$ cat config.mk
export PLATFORM = sky130hd
export DESIGN_NAME = fetch_unit_flat
export DESIGN_NICKNAME = d
export VERILOG_FILES = /design/src/rtl/red_pkg.sv /design/src/rtl/fetch_unit_if.sv /design/src/rtl/fetch_unit_ret_stack.sv /design/src/rtl/fetch_unit.sv /design/src/flat_wrapper.sv
export SDC_FILE = /design/constraint.sdc
export NUM_CORES = 1
export LEC_CHECK = 0
export BUFFER_PORTS_ARGS = -buffer_cell sky130_fd_sc_hd__buf_2
export CELL_PAD_IN_SITES_DETAIL_PLACEMENT = 1
export CELL_PAD_IN_SITES_GLOBAL_PLACEMENT = 2
export CORE_ASPECT_RATIO = 1.75
export CORE_UTILIZATION = 38
export CTS_BUF_LIST = sky130_fd_sc_hd__clkbuf_4
export CTS_CLUSTER_SIZE = 28
export DETAILED_ROUTE_END_ITERATION = 6
export GPL_ROUTABILITY_DRIVEN = 0
export PLACE_DENSITY_LB_ADDON = 0.1
export SLEW_MARGIN = 20
export SYNTH_ARGS = -nofsm -noshare
export SYNTH_HDL_FRONTEND = slang
export SYNTH_SLANG_ARGS = --single-unit
$ cat constraint.sdc
create_clock -name clk -period 5 [get_ports clk]
set_input_delay 0.75 -clock clk [delete_from_list [all_inputs] [get_ports clk]]
set_output_delay 0.75 -clock clk [all_outputs]
set_load 0.02 [all_outputs]
$ cat src/rtl/red_pkg.sv
// Shared definitions for the Red processor front end: default widths and the
// next-PC source encoding used by the fetch stage.
package red_pkg;

  localparam int DATA_W_DEF = 16;
  localparam int ADDR_W_DEF = 8;

  typedef enum logic [2:0] {
    NPC_INC,
    NPC_BR,
    NPC_CALL,
    NPC_RET,
    NPC_RST
  } npc_sel_e;

  // Priority encoder for the next-PC source: reset, then ret, call, br.
  function automatic npc_sel_e npc_select(input logic rst, input logic br,
                                          input logic call, input logic ret);
    if (rst)       return NPC_RST;
    else if (ret)  return NPC_RET;
    else if (call) return NPC_CALL;
    else if (br)   return NPC_BR;
    else           return NPC_INC;
  endfunction

endpackage

$ cat src/rtl/fetch_unit_if.sv
// Fetch-stage bus: control requests from decode, the instruction ROM port and
// the registered opcode handed to decode.
interface fetch_unit_if
  import red_pkg::*;
#(
  parameter int DATA_W = DATA_W_DEF,
  parameter int ADDR_W = ADDR_W_DEF
) ();

  logic              en;
  logic              stall;
  logic              br;
  logic [ADDR_W-1:0] br_target;
  logic              call;
  logic              ret;
  logic [ADDR_W-1:0] rom_addr;
  logic [DATA_W-1:0] rom_data;
  logic [DATA_W-1:0] opcode;
  logic [ADDR_W-1:0] op_pc;
  logic              valid;
  logic              stack_err;

  // The fetch unit itself: drives the ROM address and the decode-side outputs.
  modport master (
    input  en, stall, br, br_target, call, ret, rom_data,
    output rom_addr, opcode, op_pc, valid, stack_err
  );

  // Environment side: decode plus instruction ROM.
  modport slave (
    output en, stall, br, br_target, call, ret, rom_data,
    input  rom_addr, opcode, op_pc, valid, stack_err
  );

endinterface

$ cat src/rtl/fetch_unit_ret_stack.sv
// Hardware return-address stack. LIFO of DEPTH entries; pop has priority over
// push, and requests that would overflow or underflow are ignored.
module ret_stack #(
  parameter int DEPTH = 4,
  parameter int WIDTH = 8
) (
  input  logic             clk,
  input  logic             rst,
  input  logic             push,
  input  logic             pop,
  input  logic [WIDTH-1:0] din,
  output logic [WIDTH-1:0] dout,
  output logic             full,
  output logic             empty
);

  localparam int SP_W  = $clog2(DEPTH + 1);
  localparam int IDX_W = (DEPTH > 1) ? $clog2(DEPTH) : 1;

  logic [WIDTH-1:0] mem [2**IDX_W];
  logic [SP_W-1:0]  sp;
  logic [IDX_W-1:0] wr_idx;
  logic [IDX_W-1:0] rd_idx;

  assign wr_idx = IDX_W'(sp);
  assign rd_idx = IDX_W'(sp - SP_W'(1));
  assign full   = (sp == SP_W'(DEPTH));
  assign empty  = (sp == '0);
  assign dout   = empty ? '0 : mem[rd_idx];

  // Stack pointer: counts occupied entries; reset empties the stack in one cycle.
  always_ff @(posedge clk) begin
    // NOTE: sequential state uses non-blocking assignments so every register
    // samples pre-edge values regardless of statement order.
    if (rst)                 sp <= '0;
    else if (pop && !empty)  sp <= sp - SP_W'(1);
    else if (push && !full)  sp <= sp + SP_W'(1);
  end

  // Entry storage: written on an accepted push, never cleared on pop.
  always_ff @(posedge clk) begin
    // NOTE: the array is deliberately not reset; sp alone defines which
    // entries are live, and an unreset array maps onto plain RAM/flops.
    if (push && !pop && !full) mem[wr_idx] <= din;
  end

endmodule

$ cat src/rtl/fetch_unit.sv
// Red instruction fetch stage: program counter, next-PC selection, return
// stack control and the opcode/op_pc/valid pipeline register toward decode.
module fetch_unit
  import red_pkg::*;
#(
  parameter int DATA_W      = DATA_W_DEF,
  parameter int ADDR_W      = ADDR_W_DEF,
  parameter int RESET_VEC   = 0,
  parameter int STACK_DEPTH = 4
) (
  input  logic         clk,
  input  logic         rst,
  fetch_unit_if.master bus
);

  logic [ADDR_W-1:0] pc;
  logic [ADDR_W-1:0] npc;
  logic [ADDR_W-1:0] op_pc_q;
  logic [DATA_W-1:0] opcode_q;
  logic              valid_q;
  logic              err_q;

  logic              advance;
  logic              redirect;
  logic              push;
  logic              pop;
  logic              stk_fault;
  logic              stk_full;
  logic              stk_empty;
  logic [ADDR_W-1:0] stk_top;
  npc_sel_e          npc_sel;

  assign advance  = !rst && bus.en && !bus.stall;
  assign npc_sel  = npc_select(rst, bus.br, bus.call, bus.ret);
  assign redirect = advance && (npc_sel inside {NPC_BR, NPC_CALL, NPC_RET});
  assign push     = advance && (npc_sel == NPC_CALL) && !stk_full;
  assign pop      = advance && (npc_sel == NPC_RET) && !stk_empty;
  assign stk_fault = advance && (((npc_sel == NPC_RET) && stk_empty) ||
                                 ((npc_sel == NPC_CALL) && stk_full));

  ret_stack #(
    .DEPTH (STACK_DEPTH),
    .WIDTH (ADDR_W)
  ) u_ret_stack (
    .clk   (clk),
    .rst   (rst),
    .push  (push),
    .pop   (pop),
    .din   (op_pc_q + ADDR_W'(1)),
    .dout  (stk_top),
    .full  (stk_full),
    .empty (stk_empty)
  );

  // Next-PC mux; an underflowing return restarts at the reset vector.
  always_comb begin
    // NOTE: default assignment first so no path through the case leaves npc
    // unassigned, which would infer a latch.
    npc = pc + ADDR_W'(1);
    unique case (npc_sel)
      NPC_RET:  npc = stk_empty ? ADDR_W'(RESET_VEC) : stk_top;
      NPC_CALL: npc = bus.br_target;
      NPC_BR:   npc = bus.br_target;
      NPC_RST:  npc = ADDR_W'(RESET_VEC);
      default:  npc = pc + ADDR_W'(1);
    endcase
  end

  // Pipeline registers: advance only when enabled and not stalled; a redirect
  // turns the fall-through opcode captured this cycle into a bubble.
  always_ff @(posedge clk) begin
    if (rst) begin
      pc       <= ADDR_W'(RESET_VEC);
      opcode_q <= '0;
      op_pc_q  <= '0;
      valid_q  <= 1'b0;
    end else if (advance) begin
      pc       <= npc;
      opcode_q <= bus.rom_data;
      op_pc_q  <= pc;
      valid_q  <= !redirect;
    end
  end

  // Sticky stack error: set on overflow or underflow, cleared only by reset.
  always_ff @(posedge clk) begin
    if (rst)            err_q <= 1'b0;
    else if (stk_fault) err_q <= 1'b1;
  end

  assign bus.rom_addr  = pc;
  assign bus.opcode    = opcode_q;
  assign bus.op_pc     = op_pc_q;
  assign bus.valid     = valid_q;
  assign bus.stack_err = err_q;

endmodule

$ cat src/flat_wrapper.sv
// flat-port wrapper written by rule: the top's interface ports become plain ports
module fetch_unit_flat import red_pkg::*;
#(
  parameter int DATA_W      = DATA_W_DEF,
  parameter int ADDR_W      = ADDR_W_DEF,
  parameter int RESET_VEC   = 0,
  parameter int STACK_DEPTH = 4
)
  (clk, rst, bus_en, bus_stall, bus_br, bus_br_target, bus_call, bus_ret, bus_rom_data, bus_rom_addr, bus_opcode, bus_op_pc, bus_valid, bus_stack_err);
  fetch_unit_if #(.DATA_W(DATA_W), .ADDR_W(ADDR_W)) bus_i ();
  input  logic clk;
  input  logic rst;
  input wire logic [$bits(bus_i.en)-1:0] bus_en;
  input wire logic [$bits(bus_i.stall)-1:0] bus_stall;
  input wire logic [$bits(bus_i.br)-1:0] bus_br;
  input wire logic [$bits(bus_i.br_target)-1:0] bus_br_target;
  input wire logic [$bits(bus_i.call)-1:0] bus_call;
  input wire logic [$bits(bus_i.ret)-1:0] bus_ret;
  input wire logic [$bits(bus_i.rom_data)-1:0] bus_rom_data;
  output wire logic [$bits(bus_i.rom_addr)-1:0] bus_rom_addr;
  output wire logic [$bits(bus_i.opcode)-1:0] bus_opcode;
  output wire logic [$bits(bus_i.op_pc)-1:0] bus_op_pc;
  output wire logic [$bits(bus_i.valid)-1:0] bus_valid;
  output wire logic [$bits(bus_i.stack_err)-1:0] bus_stack_err;
  assign bus_i.en = bus_en;
  assign bus_i.stall = bus_stall;
  assign bus_i.br = bus_br;
  assign bus_i.br_target = bus_br_target;
  assign bus_i.call = bus_call;
  assign bus_i.ret = bus_ret;
  assign bus_i.rom_data = bus_rom_data;
  assign bus_rom_addr = bus_i.rom_addr;
  assign bus_opcode = bus_i.opcode;
  assign bus_op_pc = bus_i.op_pc;
  assign bus_valid = bus_i.valid;
  assign bus_stack_err = bus_i.stack_err;
  fetch_unit #(.DATA_W(DATA_W), .ADDR_W(ADDR_W), .RESET_VEC(RESET_VEC), .STACK_DEPTH(STACK_DEPTH)) u_core (.clk(clk), .rst(rst), .bus(bus_i));
endmodule
==> metrics.md <==
| Metric | Value |
|---|---|
| Mean Syn Cell Area | 10.8 um^2 |
| Final Cycle Share | 51.3% |
| Post-synth EDFFs | 32 |
| Area grow syn2layout | 17.4% |
| DIE AREA | 0.00824 mm^2 |
| Clk buf depth | 2 |
| Worst setup EP type | register |
| Crit path DAT | 2.86 ns |
| Largest net degree at the start of global routing | 44 |
| Mux contribution to synthesized area | 7.03% |
| Post-synth top area share | 32.1% |
| Starting Density | 39.5% |
| Synth async-reset ratio | 0% |
| Cells after Synth | 278 |
| Crit Path Category | register to register |
| Metal-1 WL | 3.21 mm |
| Yosys reg bits | 69 |
| Synthesized cell area | 0.00299 mm^2 |
| Area share of fa/ha/maj cells after synthesis | 2.93% |
| Starting DRC count in detailed routing | 121 |
| Clk Latency, worst-skew pair | 0.42 ns |
| First-pass GRT wire length | 12.8 mm |
| Syn Nets | 316 |
| # port buffers | 64 |
| Synth Area in Compound Gates | 10.5% |
| Period minus WS final | 2.57 ns |
| H-tree Lvls | 3 |
| Die height | 119 um |
| Worst EP required | 5.29 ns |
| Simple-gate share of the synthesized area | 18.3% |
| DP HPWL | 6.23 mm |
| Vias in the first global route | 2393 |
| Largest family of logic cells by synthesized area | simple AND/OR/NAND/NOR gates |
| Layout Utilization | 46.4% |
| Setup Skew | 0.0132 ns |
| Drt pass-1 iters | 4 |
| Final setup viols | 0 |
| Routed wl met3 | 285 um |
| Endpoints failing hold | 0 |
| Slew headroom | 41.7% |
| Vias | 2357 |
| Worst-margin pin slew | 0.875 ns |
| Pwr per Cell Area | 301 mW/mm^2 |
| WL met2 | 4.43 mm |
| CTS Buf Count | 9 |
| Final WL | 8.37 mm |
| Status | complete, no violations |
| Area contributors post-synth | edfxtp_1, dfxtp_1, nand2_1, mux4_2, a21oi_1 |
| Synth Area in XOR/XNOR | 1.76% |
| Antenna violations before repair | 1 |
| Sequential share of the synthesized area | 56.9% |
| Ports | 65 |
| DRC viols | 0 |
| Max layer used | met4 |
| Commonest cells after routing, fill and taps aside | buf_2, nand2_1, dfxtp_1 |
| Remaining Overflow, GRT | 0 |
| Crit-path max FO | 12 |
| Total Nets Final | 377 |
| Max-cap viol count | 0 |
| Max Clock Freq | 390 MHz |
| Hold Crit Class | register to register |
| Clock sink total | 69 |
| Setup TNS | 0 ns |
| Worst reg-to-reg path cell count | 5 |
| Hold depth | 2 |
| Num rows | 42 |
| Worst-path clk slew | 0.12 ns |
| Yosys warns | 0 |
| Hold_buf cts | 0 |
| Cell taking the most area after synthesis | edfxtp_1 |
| Ys flop type | dfxtp_1 |
| Power, Total | 1060 uW |
| Die width | 69.1 um |
| # resized after CTS | 0 |
| Layout cells sized above 1 | 27.6% |
| Routed len/inst | 19.3 um |
| Setup repair bufs after CTS | 0 |
| Via/cell ratio | 5.44 |
| Crit path launch type | register |
| CTS root buffer | clkbuf_4 |
| Netlist cell types | 42 |
| Pleak | 0.00138 uW |
| Most common cell after layout, fill and taps aside | buf_2 |
| CTS tree | yes |
| Total track usage | 21.3% |
| Slew Viols, Final | 0 |
| CORE AREA | 0.00757 mm^2 |
| RSZ-0062 raised after global routing | false |
| Antenna-violating nets left | 0 |
| Peak supply drop | 0.166 mV |
[final cells by class]
| class | count | area, um^2 |
|---|---|---|
| Antenna cell | 1 | 2.50 |
| Tap cell | 88 | 110 |
| Sequential cell | 69 | 1700 |
| Multi-Input combinational cell | 189 | 1210 |
| Fill cell | 895 | 4060 |
| Clock buffer | 11 | 82.6 |
| Timing Repair Buffer | 66 | 335 |
| Clock inverter | 5 | 51.3 |
| Inverter | 4 | 15.0 |
[per-layer routing]
layer / global-route usage [%] / up-vias
li1: - / 1128
met1: 22.8 / 1127
met2: 36.5 / 76
met3: 3.81 / 26
met4: 16.2 / 0
met5: 0 / -
[cell families after synthesis]
logic type | count (synthesis)
xor+xnor | 6
flops | 69
fa+ha+maj | 7
buf+inv | 20
mux | 11
simple gates | 113
compound gates | 52
[stage by stage]
stage | std cells | hold WS (ns) | worst slack (ns) | instance area [um^2]
after global placement | 416 | 0.440 | 2.41 | 3380
after detailed placement | 416 | 0.448 | 2.38 | 3380
after CTS | 432 | 0.464 | 2.38 | 3510
final | 433 | 0.462 | 2.43 | 3510
after global routing | 433 | 0.485 | 2.21 | 3510
after floorplan | 278 | 0.481 | 2.82 | 2990
[worst paths after layout]
kind                             from                endpoint  slack [ns]
max          u_core.u_ret_stack.sp[0]  u_core.bus.rom_addr[0]        2.43
min             u_core.bus.opcode[11]   u_core.bus.opcode[11]        0.46
max reg2reg  u_core.u_ret_stack.sp[0]  u_core.bus.rom_addr[0]        2.43
min reg2reg     u_core.bus.opcode[11]   u_core.bus.opcode[11]        0.46
[critical path, cell delays in order (launching register included)]
cell and delay, ns:
dfxtp_1 0.77, inv_1 0.22, ha_1 0.58, mux4_2 0.39, a221oi_1 0.39, nor3_1 0.07
[cell usage after synthesis, types with 2 or more instances]
master,count
buf_2,2
nor2_1,10
a21oi_1,33
o21ai_0,4
xnor2_1,4
a221oi_1,4
and4b_1,2
o211ai_1,2
mux2i_1,3
nand4_1,3
nand2_1,60
and4_1,2
ha_1,7
inv_1,4
nor2b_1,3
clkbuf_1,10
and2_1,5
xor2_1,2
and3_1,3
nand2b_1,2
dfxtp_1,37
nor3_1,6
edfxtp_1,32
mux4_2,8
nand3_1,9
buf_1,4
nor4_2,2
[power breakdown]
group          total (uW)  switching (uW)  internal (uW)  leakage, uW
registers             611            12.8            598     0.000608
logic                89.5            56.9           32.6     0.000695
clock network         356             195            160    0.0000743
total                1060             265            791      0.00138
[sequential cells by signal, indices dropped and copies added, names as in the netlist]
name / cells
u_core.bus.valid: 1
u_core.u_ret_stack.mem: 32
u_core.bus.op_pc: 8
u_core.u_ret_stack.sp: 3
u_core.bus.stack_err: 1
u_core.bus.opcode: 16
u_core.bus.rom_addr: 8
No activity file was read; power rests on OpenSTA's default activity.
